## config.mk

```make
export PLATFORM = sky130hd
export DESIGN_NAME = pulse_sweep_ctrl
export DESIGN_NICKNAME = d
export VERILOG_FILES = /design/src/rtl/sweep_pkg.sv /design/src/rtl/sweep_duty_calc.sv /design/src/rtl/pulse_sweep_ctrl.sv
export SDC_FILE = /design/constraint.sdc
export NUM_CORES = 2
export LEC_CHECK = 0
export ABC_CLOCK_PERIOD_IN_PS = 19300
export CAP_MARGIN = 5
export CORE_ASPECT_RATIO = 0.7
export CORE_MARGIN = 3
export CORE_UTILIZATION = 60
export CTS_CLUSTER_DIAMETER = 120
export CTS_CLUSTER_SIZE = 12
export DETAILED_ROUTE_END_ITERATION = 6
export PLACE_DENSITY = 0.81
export SYNTH_ARGS = -nofsm -noshare
export SYNTH_HDL_FRONTEND = slang
export SYNTH_HIERARCHICAL = 1
export SYNTH_SLANG_ARGS = --single-unit
```

## constraint.sdc

```tcl
create_clock -name clk -period 19.3 [get_ports clk]
set_input_delay 3.86 -clock clk [delete_from_list [all_inputs] [get_ports clk]]
set_output_delay 3.86 -clock clk [all_outputs]
set_load 0.02 [all_outputs]
```

## src/rtl/sweep_pkg.sv

```systemverilog
// Shared types and constants for the pulse sweep controller.
// Holds the FSM state enum, marker DAC codes and default widths.
package sweep_pkg;

  localparam int W_DEF      = 32;
  localparam int FRAC_W_DEF = 16;

  localparam logic [15:0] MARK_HI = 16'h7FFF;
  localparam logic [15:0] MARK_LO = 16'h8000;

  typedef enum logic [2:0] {
    IDLE,
    LOAD,
    CALC,
    APPLY,
    DWELL,
    STEP,
    DONE
  } state_t;

endpackage

```

## src/rtl/sweep_duty_calc.sv

```systemverilog
// Registered duty = (div_val * frac) >> FRAC_W, floored at 1 if frac != 0.
// Ports: clk, rst_n, en (load result), div_val, frac in; duty out.
module sweep_duty_calc
  import sweep_pkg::*;
#(
  parameter int W      = W_DEF,
  parameter int FRAC_W = FRAC_W_DEF
) (
  input  logic              clk,
  input  logic              rst_n,
  input  logic              en,
  input  logic [W-1:0]      div_val,
  input  logic [FRAC_W-1:0] frac,
  output logic [W-1:0]      duty
);

  logic [W+FRAC_W-1:0] prod;
  logic [W-1:0]        q;
  logic [W-1:0]        nxt;

  always_comb begin
    prod = {{FRAC_W{1'b0}}, div_val}
         * {{W{1'b0}}, frac};
    q    = prod[W+FRAC_W-1:FRAC_W];
    nxt  = q;
    if (frac == '0) begin
      nxt = '0;
    end else if (q == '0) begin
      nxt = W'(1);
    end
  end

  always_ff @(posedge clk or negedge rst_n) begin
    if (!rst_n) begin
      duty <= '0;
    end else if (en) begin
      duty <= nxt;
    end
  end

endmodule

```

## src/rtl/pulse_sweep_ctrl.sv

```systemverilog
// Steps the mask divider from start to stop, dwelling on period bounds.
// Ports: enable/continuous/start/stop/step/dwell/duty_frac in; divider, duty, step_strobe, done, sweepDAC out.
module pulse_sweep_ctrl
  import sweep_pkg::*;
#(
  parameter int W      = W_DEF,
  parameter int FRAC_W = FRAC_W_DEF
) (
  input  logic              clk,
  input  logic              rst_n,
  input  logic              enable,
  input  logic              continuous,
  input  logic [W-1:0]      start_div,
  input  logic [W-1:0]      stop_div,
  input  logic [W-1:0]      step_div,
  input  logic [W-1:0]      dwell,
  input  logic [FRAC_W-1:0] duty_frac,
  output logic [W-1:0]      divider,
  output logic [W-1:0]      duty,
  output logic              step_strobe,
  output logic              done,
  output logic [15:0]       sweepDAC
);

  state_t state, state_n;

  logic [W-1:0]      cur, cur_n;
  logic [W-1:0]      pcnt, pcnt_n;
  logic [W-1:0]      dcnt, dcnt_n;
  logic [W-1:0]      dw_m1, dw_m1_n;
  logic              dir_up, dir_up_n;
  logic [FRAC_W-1:0] frac_q, frac_n;

  logic [W-1:0]      div_n, duty_n;
  logic              stb_n, done_n;
  logic [15:0]       dac_n;

  logic [W-1:0]      calc_duty;
  logic [W-1:0]      start_c, stop_c;
  logic [W-1:0]      dw_in_m1;
  logic [W:0]        sum;
  logic [W-1:0]      nxt_up, nxt_dn;
  logic              period_end;
  logic              at_stop;

  sweep_duty_calc #(
    .W      (W),
    .FRAC_W (FRAC_W)
  ) u_duty (
    .clk     (clk),
    .rst_n   (rst_n),
    .en      (state == CALC),
    .div_val (cur),
    .frac    (frac_q),
    .duty    (calc_duty)
  );

  // A zero divider would stall the period counter, so both
  // ends of the sweep are floored at 1.
  always_comb begin
    start_c  = (start_div == '0) ? W'(1) : start_div;
    stop_c   = (stop_div == '0) ? W'(1) : stop_div;
    dw_in_m1 = (dwell == '0) ? '0 : dwell - W'(1);

    sum    = {1'b0, cur} + {1'b0, step_div};
    nxt_up = (sum[W] || sum[W-1:0] > stop_c)
           ? stop_c : sum[W-1:0];
    nxt_dn = (step_div > cur ||
              (cur - step_div) < stop_c)
           ? stop_c : cur - step_div;

    period_end = (pcnt == divider - W'(1));
    at_stop    = (cur == stop_c);
  end

  always_comb begin
    state_n  = state;
    cur_n    = cur;
    pcnt_n   = pcnt;
    dcnt_n   = dcnt;
    dw_m1_n  = dw_m1;
    dir_up_n = dir_up;
    frac_n   = frac_q;
    div_n    = divider;
    duty_n   = duty;
    stb_n    = 1'b0;
    done_n   = done;
    dac_n    = sweepDAC;

    if (!enable) begin
      state_n = IDLE;
      div_n   = '0;
      duty_n  = '0;
      done_n  = 1'b0;
      dac_n   = MARK_LO;
      pcnt_n  = '0;
      dcnt_n  = '0;
    end else begin
      unique case (state)
        IDLE: begin
          div_n   = '0;
          duty_n  = '0;
          done_n  = 1'b0;
          dac_n   = MARK_LO;
          state_n = LOAD;
        end
        LOAD: begin
          cur_n    = start_c;
          dir_up_n = (stop_c >= start_c);
          frac_n   = duty_frac;
          dw_m1_n  = dw_in_m1;
          state_n  = CALC;
        end
        CALC: begin
          state_n = APPLY;
        end
        APPLY: begin
          div_n   = cur;
          duty_n  = calc_duty;
          stb_n   = 1'b1;
          dac_n   = MARK_HI;
          pcnt_n  = '0;
          dcnt_n  = '0;
          state_n = DWELL;
        end
        DWELL: begin
          if (period_end) begin
            pcnt_n = '0;
            if (dcnt == dw_m1) begin
              dcnt_n  = '0;
              state_n = STEP;
            end else begin
              dcnt_n = dcnt + W'(1);
            end
          end else begin
            pcnt_n = pcnt + W'(1);
          end
        end
        STEP: begin
          frac_n  = duty_frac;
          dw_m1_n = dw_in_m1;
          unique case (1'b1)
            at_stop && continuous: begin
              state_n = LOAD;
            end
            at_stop && !continuous: begin
              state_n = DONE;
              done_n  = 1'b1;
              dac_n   = MARK_LO;
            end
            !at_stop: begin
              cur_n   = dir_up ? nxt_up : nxt_dn;
              state_n = CALC;
            end
          endcase
        end
        DONE: begin
          done_n = 1'b1;
          dac_n  = MARK_LO;
        end
        default: begin
          state_n = IDLE;
        end
      endcase
    end
  end

  always_ff @(posedge clk or negedge rst_n) begin
    if (!rst_n) begin
      state       <= IDLE;
      cur         <= '0;
      pcnt        <= '0;
      dcnt        <= '0;
      dw_m1       <= '0;
      dir_up      <= 1'b0;
      frac_q      <= '0;
      divider     <= '0;
      duty        <= '0;
      step_strobe <= 1'b0;
      done        <= 1'b0;
      sweepDAC    <= MARK_LO;
    end else begin
      state       <= state_n;
      cur         <= cur_n;
      pcnt        <= pcnt_n;
      dcnt        <= dcnt_n;
      dw_m1       <= dw_m1_n;
      dir_up      <= dir_up_n;
      frac_q      <= frac_n;
      divider     <= div_n;
      duty        <= duty_n;
      step_strobe <= stb_n;
      done        <= done_n;
      sweepDAC    <= dac_n;
    end
  end

endmodule

```

Yosys cells after proc, flatten, opt, wreduce, memory -nomap -nowiden
Cells that the tools add are included.
{ "word_totals": {"elab_cells": 98, "output_inout_bits": 82, "in_bits": 148, "reg_bits": 262} }
{ "classes": {"n_lt_le_gt_ge": 4, "n_eq_ne": 18, "n_mul": 1, "reduce_logical": 22, "mux": 34, "add_sub_neg": 6} }
{ "op_table": {"columns": ["cell", "n"], "rows": [
  ["2-to-1 mux 32 bit", 16],
  ["one-hot mux 32 bit (2 select lines)", 5],
  ["zero test 32 bit", 4],
  ["equality test 32 bit", 3],
  ["adder 32 x 1 -> 32 bit (second input constant)", 2],
  ["> comparator 32 bit", 2],
  ["subtractor 32 x 1 -> 32 bit (second input constant)", 2],
  ["multiplier 32 x 16 -> 48 bit", 1],
  ["one-hot mux 16 bit (3 select lines)", 1],
  ["adder 32 x 32 -> 33 bit", 1],
  [">= comparator 32 bit", 1],
  ["< comparator 32 bit", 1],
  ["2-to-1 mux 16 bit", 2],
  ["subtractor 32 bit", 1],
  ["one-hot mux 3 bit (7 select lines)", 1],
  ["zero test 16 bit", 1],
  ["AND reduction 2 bit", 5],
  ["equality test 3 bit (second input constant)", 3],
  ["2-to-1 mux 3 bit", 3],
  ["!= test 3 bit (second input constant)", 3],
  ["one-hot mux 3 bit (3 select lines)", 1],
  ["equality test 3 x 2 -> 1 bit (second input constant)", 2],
  ["!= test 3 x 1 -> 1 bit (second input constant)", 2],
  ["AND reduction 3 bit", 2],
  ["12 further kinds", 20]
]} }

Longest topological paths before layout
{ "depth": {"ltp_word": 8, "mapped_depth": 26} }

By module
Netlist, hierarchy kept.
{ "modules_own_cells": {"columns": ["module", "cells_each", "seq_area_each_um2", "area_each_um2", "instances"], "rows": [
  ["pulse_sweep_ctrl", 2378, 5406.4, 19060.8, 1],
  ["sweep_duty_calc", 2016, 800.8, 17660.7, 1]
]} }

Worst setup path after synthesis
No wires, ideal clock.
{ "synth_path": {"path_type": "in2reg", "start": "in step_div[0]", "end": "reg cur[28]", "path_buffers": 0, "required_ns": 19.158, "slack_ns": 10.814, "cell_stages": 20, "t_arrival_ns": 8.343, "cell_sequence": "ha_1 -> fa_1 -> nor2b_1 -> o311ai_0 -> a211oi_1 -> nor4_1 -> nor3_1 -> o21ai_0 -> a21oi_1 -> or2_2 -> ha_1 -> nand4_1 -> nor4_1 -> a211o_1 -> nor2_1 -> a22oi_1 -> a211oi_1 -> nor2_1 -> a2111oi_0 -> o22ai_1"} }
{ "synth_between": {"elab_chain_cells": 7, "word_cells_on_any_way": 12} }
{ "synth_lines": {"columns": ["item", "line_no", "source"], "rows": [
  ["start: declaration", "pulse_sweep_ctrl.sv:15", "input logic [W-1:0] step_div,"],
  ["subtractor 32 bit / adder 32 x 32 -> 33 bit (equally long branches)", "pulse_sweep_ctrl.sv:69, pulse_sweep_ctrl.sv:70, pulse_sweep_ctrl.sv:65", null],
  ["< comparator 32 bit / > comparator 32 bit (equally long branches)", "pulse_sweep_ctrl.sv:69, pulse_sweep_ctrl.sv:66", null],
  ["logical OR 1 bit (on tied branches)", "pulse_sweep_ctrl.sv:68, pulse_sweep_ctrl.sv:66", null],
  ["2-to-1 mux 32 bit (on tied branches)", "pulse_sweep_ctrl.sv:70, pulse_sweep_ctrl.sv:67", null],
  ["2-to-1 mux 32 bit (*)", "pulse_sweep_ctrl.sv:152", "cur_n = dir_up ? nxt_up : nxt_dn;"],
  ["2-to-1 mux 32 bit (*)", "pulse_sweep_ctrl.sv:142", "unique case (1'b1)"],
  ["one-hot mux 32 bit (2 select lines) (*)", "pulse_sweep_ctrl.sv:99", "unique case (state)"],
  ["end signal: assignment", "pulse_sweep_ctrl.sv:184", "cur <= cur_n;"],
  ["end: declaration", "pulse_sweep_ctrl.sv:27", "logic [W-1:0] cur, cur_n;"]
]} }
Mark *: on every way between the ends. The rest lies on a longest branch, timed or not. The select of a mux whose other input is x is not followed.
A chain may end at the register's enable or synchronous reset.

Final worst setup path
{ "layout_path": {"start": "in step_div[15]", "end": "reg cur[20]"} }
Same word-level chain as after synthesis.

==> results by group <==
Yosys
  • Count of cell types in the netlist: between 80 and 90
  • Register bit total from synthesis: 248
  • Mapped Avg Cell Area: 8.36 sq um
  • Post-synth top area share: 22.8%
  • Post-synth top area cell: fa_1
  • Ys async rst share: 100%
  • Register area share after synthesis: between 15 and 20%
  • Synth area leaders: fa_1 23%, dfrtp_1 17%, ha_1 9.5%
  • YS warnings: 6
  • Post-synth EDFFs: 0
  • Mapped Cells: 4394
  • Predominant post-synthesis flop cell: dfrtp_1
  • Net Count, Synth: 5241
  • Post-synth design cell area: 36700 sq um

CTS
  • Number of gates resized after CTS: 0
  • Htree depth: 1
  • Clock sink total: 248
  • Root buffer cell: clkbuf_16
  • CTS Buf Count: 25
  • Clk slew on worst S/H paths: 0.08 ns
  • CTS Hold Bufs: 0
  • Worst-case clock buffer depth: 3
  • Post-CTS Setup Bufs: 0
  • CTS tree: yes
  • Clock latency on the worst-skew pair: 0.60 ns

Worst setup path
  • RR Startpoint: cur[19]$_DFFE_PN0P_
  • CP startpoint: step_div[15]
  • WS Path Type: in -> reg
  • Critical-path cell list: clkdlybuf4s50_1 -> inv_1 -> ha_1 -> nor2_1 -> nand3_1 -> or4_1 -> o21bai_1 -> a31oi_1 -> o221ai_1 -> a31oi_1 -> xnor2_1 -> ha_1 -> nand4_1 -> nor4_1 -> o31ai_1 -> a22oi_1 -> a211o_1 -> nand2_1 -> o21ai_0 -> a221o_1
  • Crit. End Element: flip-flop
  • Critical path's slowest cell: nand2_1
  • CP Data Arrival Time: around 11 ns
  • Delay-heaviest family, CP: compound AO/OA/AOI/OAI gates
  • Crit path launch type: input port
  • CP Data Required Time: slightly below 20 ns
  • Buf/Inv on CP: 2
  • Worst-path fanout max: 21
  • CP max stage delay: 0.77 ns

Timing
  • Fin. Hold Viols: 0
  • RSZ-0062 raised after global routing: no
  • Fin crit period: 10.38 ns
  • Final setup viols: 0
  • Slew @ Worst Pin: approximately 1.4 ns
  • Slew margin rel.: 9.54%
  • Tcrit/Tclk final: 53.8%
  • Fmax achieved: 0.0963 GHz
  • Setup Total Neg Slack: 0 ns
  • Final worst slack: ~8.9 ns
  • Final Max Tran Viols: 0
  • Clk_skew: 0.0443 ns

Floorplanning
  • Die X: approximately 300 microns
  • Die ar.: 64300 sq um
  • Top Ports: 230
  • Row cnt: 75
  • Chip height: 213 microns
  • Placeable Area: about 60000 sq um
  • Initial Util: about three fifths

Place
  • Worst slack, placed: 8.67 ns
  • Placed cells: 5199
  • DP HPWL: around 89000 microns
  • IO Port Bufs: 229
  • Gpl congestion: roughly 1.1

Job
  • Max Cap Viol: 0

Cells and area
  • Layout Cells excl Fill: 5239
  • Nets: roughly 5300
  • Commonest non-fill, non-tap cell in the layout: nand2_1
  • Commonest cells after routing, fill and taps aside: 610 x nand2_1, 575 x inv_1, 419 x fa_1, 280 x ha_1, 247 x dfrtp_1
  • Share of layout cells above drive strength 1: 3.59%
  • Area delta synth->final: 9.02%
  • Fin util: around two thirds

Detailed routing
  • Vias per cell: 6.36
  • Aggregate routed wire length: approximately 120000 microns
  • Routed via count: 33344
  • Routed Antenna Nets: 0
  • Drt first pass iters: 6
  • Drt drc: 0
  • Avg WL per Cell: 22.4 microns
  • First DRT Iteration DRCs: 3972

GRT
  • Antenna violations before repair: 2
  • Global-route wire length before repair: 184000 microns
  • Largest net degree at the start of global routing: 84
  • Number of global-route vias before repair: approximately 32000
  • GRT overflow: 0
  • GR Util All Layers: 36.5%

Run status
  • Outcome: completed

Min path
  • Min-Delay Startpoint: u_duty/duty[8]$_DFFE_PN0P_
  • Hold WC Path Type: reg -> reg
[sequential cells by signal (all words and copies together) (netlist names)]
register,cells
step_strobe,1
pcnt,32
done,1
dir_up,1
u_duty/duty,32
frac_q,16
state,3
duty,32
dw_m1,32
dcnt,32
cur,32
divider,32
sweepDAC,2
[cells in the mapped netlist (79+ instances only)]
cell type  instances
fa_1             419
a21oi_1          151
and2_1           230
a22o_1            80
o21ai_0          174
xnor2_1          137
ha_1             280
dfrtp_1          247
nand3_1           79
clkbuf_1         253
inv_1            575
nand2_1          611
nor2_1           162
[per-stage QoR]
| step | hold slack [ns] | area [sq um] |
|---|---|---|
| 2_1_floorplan | 0.447 | 36700 |
| 3_3_place_gp | 0.461 | 39300 |
| 3_5_place_dp | 0.476 | 39300 |
| 4_1_cts | 0.493 | 40000 |
| 5_1_grt | 0.516 | 40000 |
| 6_report | 0.492 | 40000 |
[worst register-to-register path, cell delays in order (launching register included)]
cell	delay [ns]
dfrtp_1	1.26
ha_1	0.51
nor2_1	0.30
nand3_1	0.20
or4_1	0.43
o21bai_1	0.24
a31oi_1	0.37
o221ai_1	0.29
a31oi_1	0.35
xnor2_1	0.11
ha_1	0.32
nand4_1	0.27
nor4_1	0.57
o31ai_1	0.17
a22oi_1	0.30
a211o_1	0.54
nand2_1	0.77
o21ai_0	0.50
a221o_1	0.21
[cell type report]
| cell class | instances | area [sq um] |
|---|---|---|
| Multi-Input combinational cell | 3277 | 27200 |
| Fill cell | 4956 | 20200 |
| Sequential cell | 248 | 6210 |
| Timing Repair Buffer | 290 | 2760 |
| Inverter | 576 | 2160 |
| Tap cell | 808 | 1010 |
| Clock buffer | 36 | 667 |
| Clock inverter | 3 | 28.8 |
| Antenna cell | 1 | 2.50 |
[worst paths after layout]
kind                                              endpoint  slack [ns]  depth (start not counted)
worst max-delay path                   cur[20]$_DFFE_PN0P_        8.92                         20
worst min-delay path            u_duty/duty[8]$_DFFE_PN0P_        0.49                          1
max in group asynchronous             dw_m1[0]$_DFFE_PN0P_       13.31                          4
worst max register to register         cur[20]$_DFFE_PN0P_       11.51                         18
min in group asynchronous              cur[10]$_DFFE_PN0P_        3.28                          1
worst min register to register  u_duty/duty[8]$_DFFE_PN0P_        0.49                          1
[metal layers]
metal / up-vias / wire (microns) / global-route usage, %
met5: - / 8 / 0
met4: 2 / 4710 / 13.0
li1: 14740 / - / -
met2: 2114 / 49600 / 54.1
met1: 16221 / 48500 / 52.4
met3: 267 / 14400 / 8.58
[kinds of logic after synthesis]
kind of cell	count (synthesis)	share of synthesized area (%)
fa+ha+maj	699	32.4
mux	26	0.719
buf+inv	869	9.10
xor+xnor	206	4.91
flops	248	16.9
simple gates	1488	19.9
compound gates	858	16.1
Power is left out: the tool's default activity adds up to more than one toggle a clock period on the data nets, which glitch-free logic cannot reach.
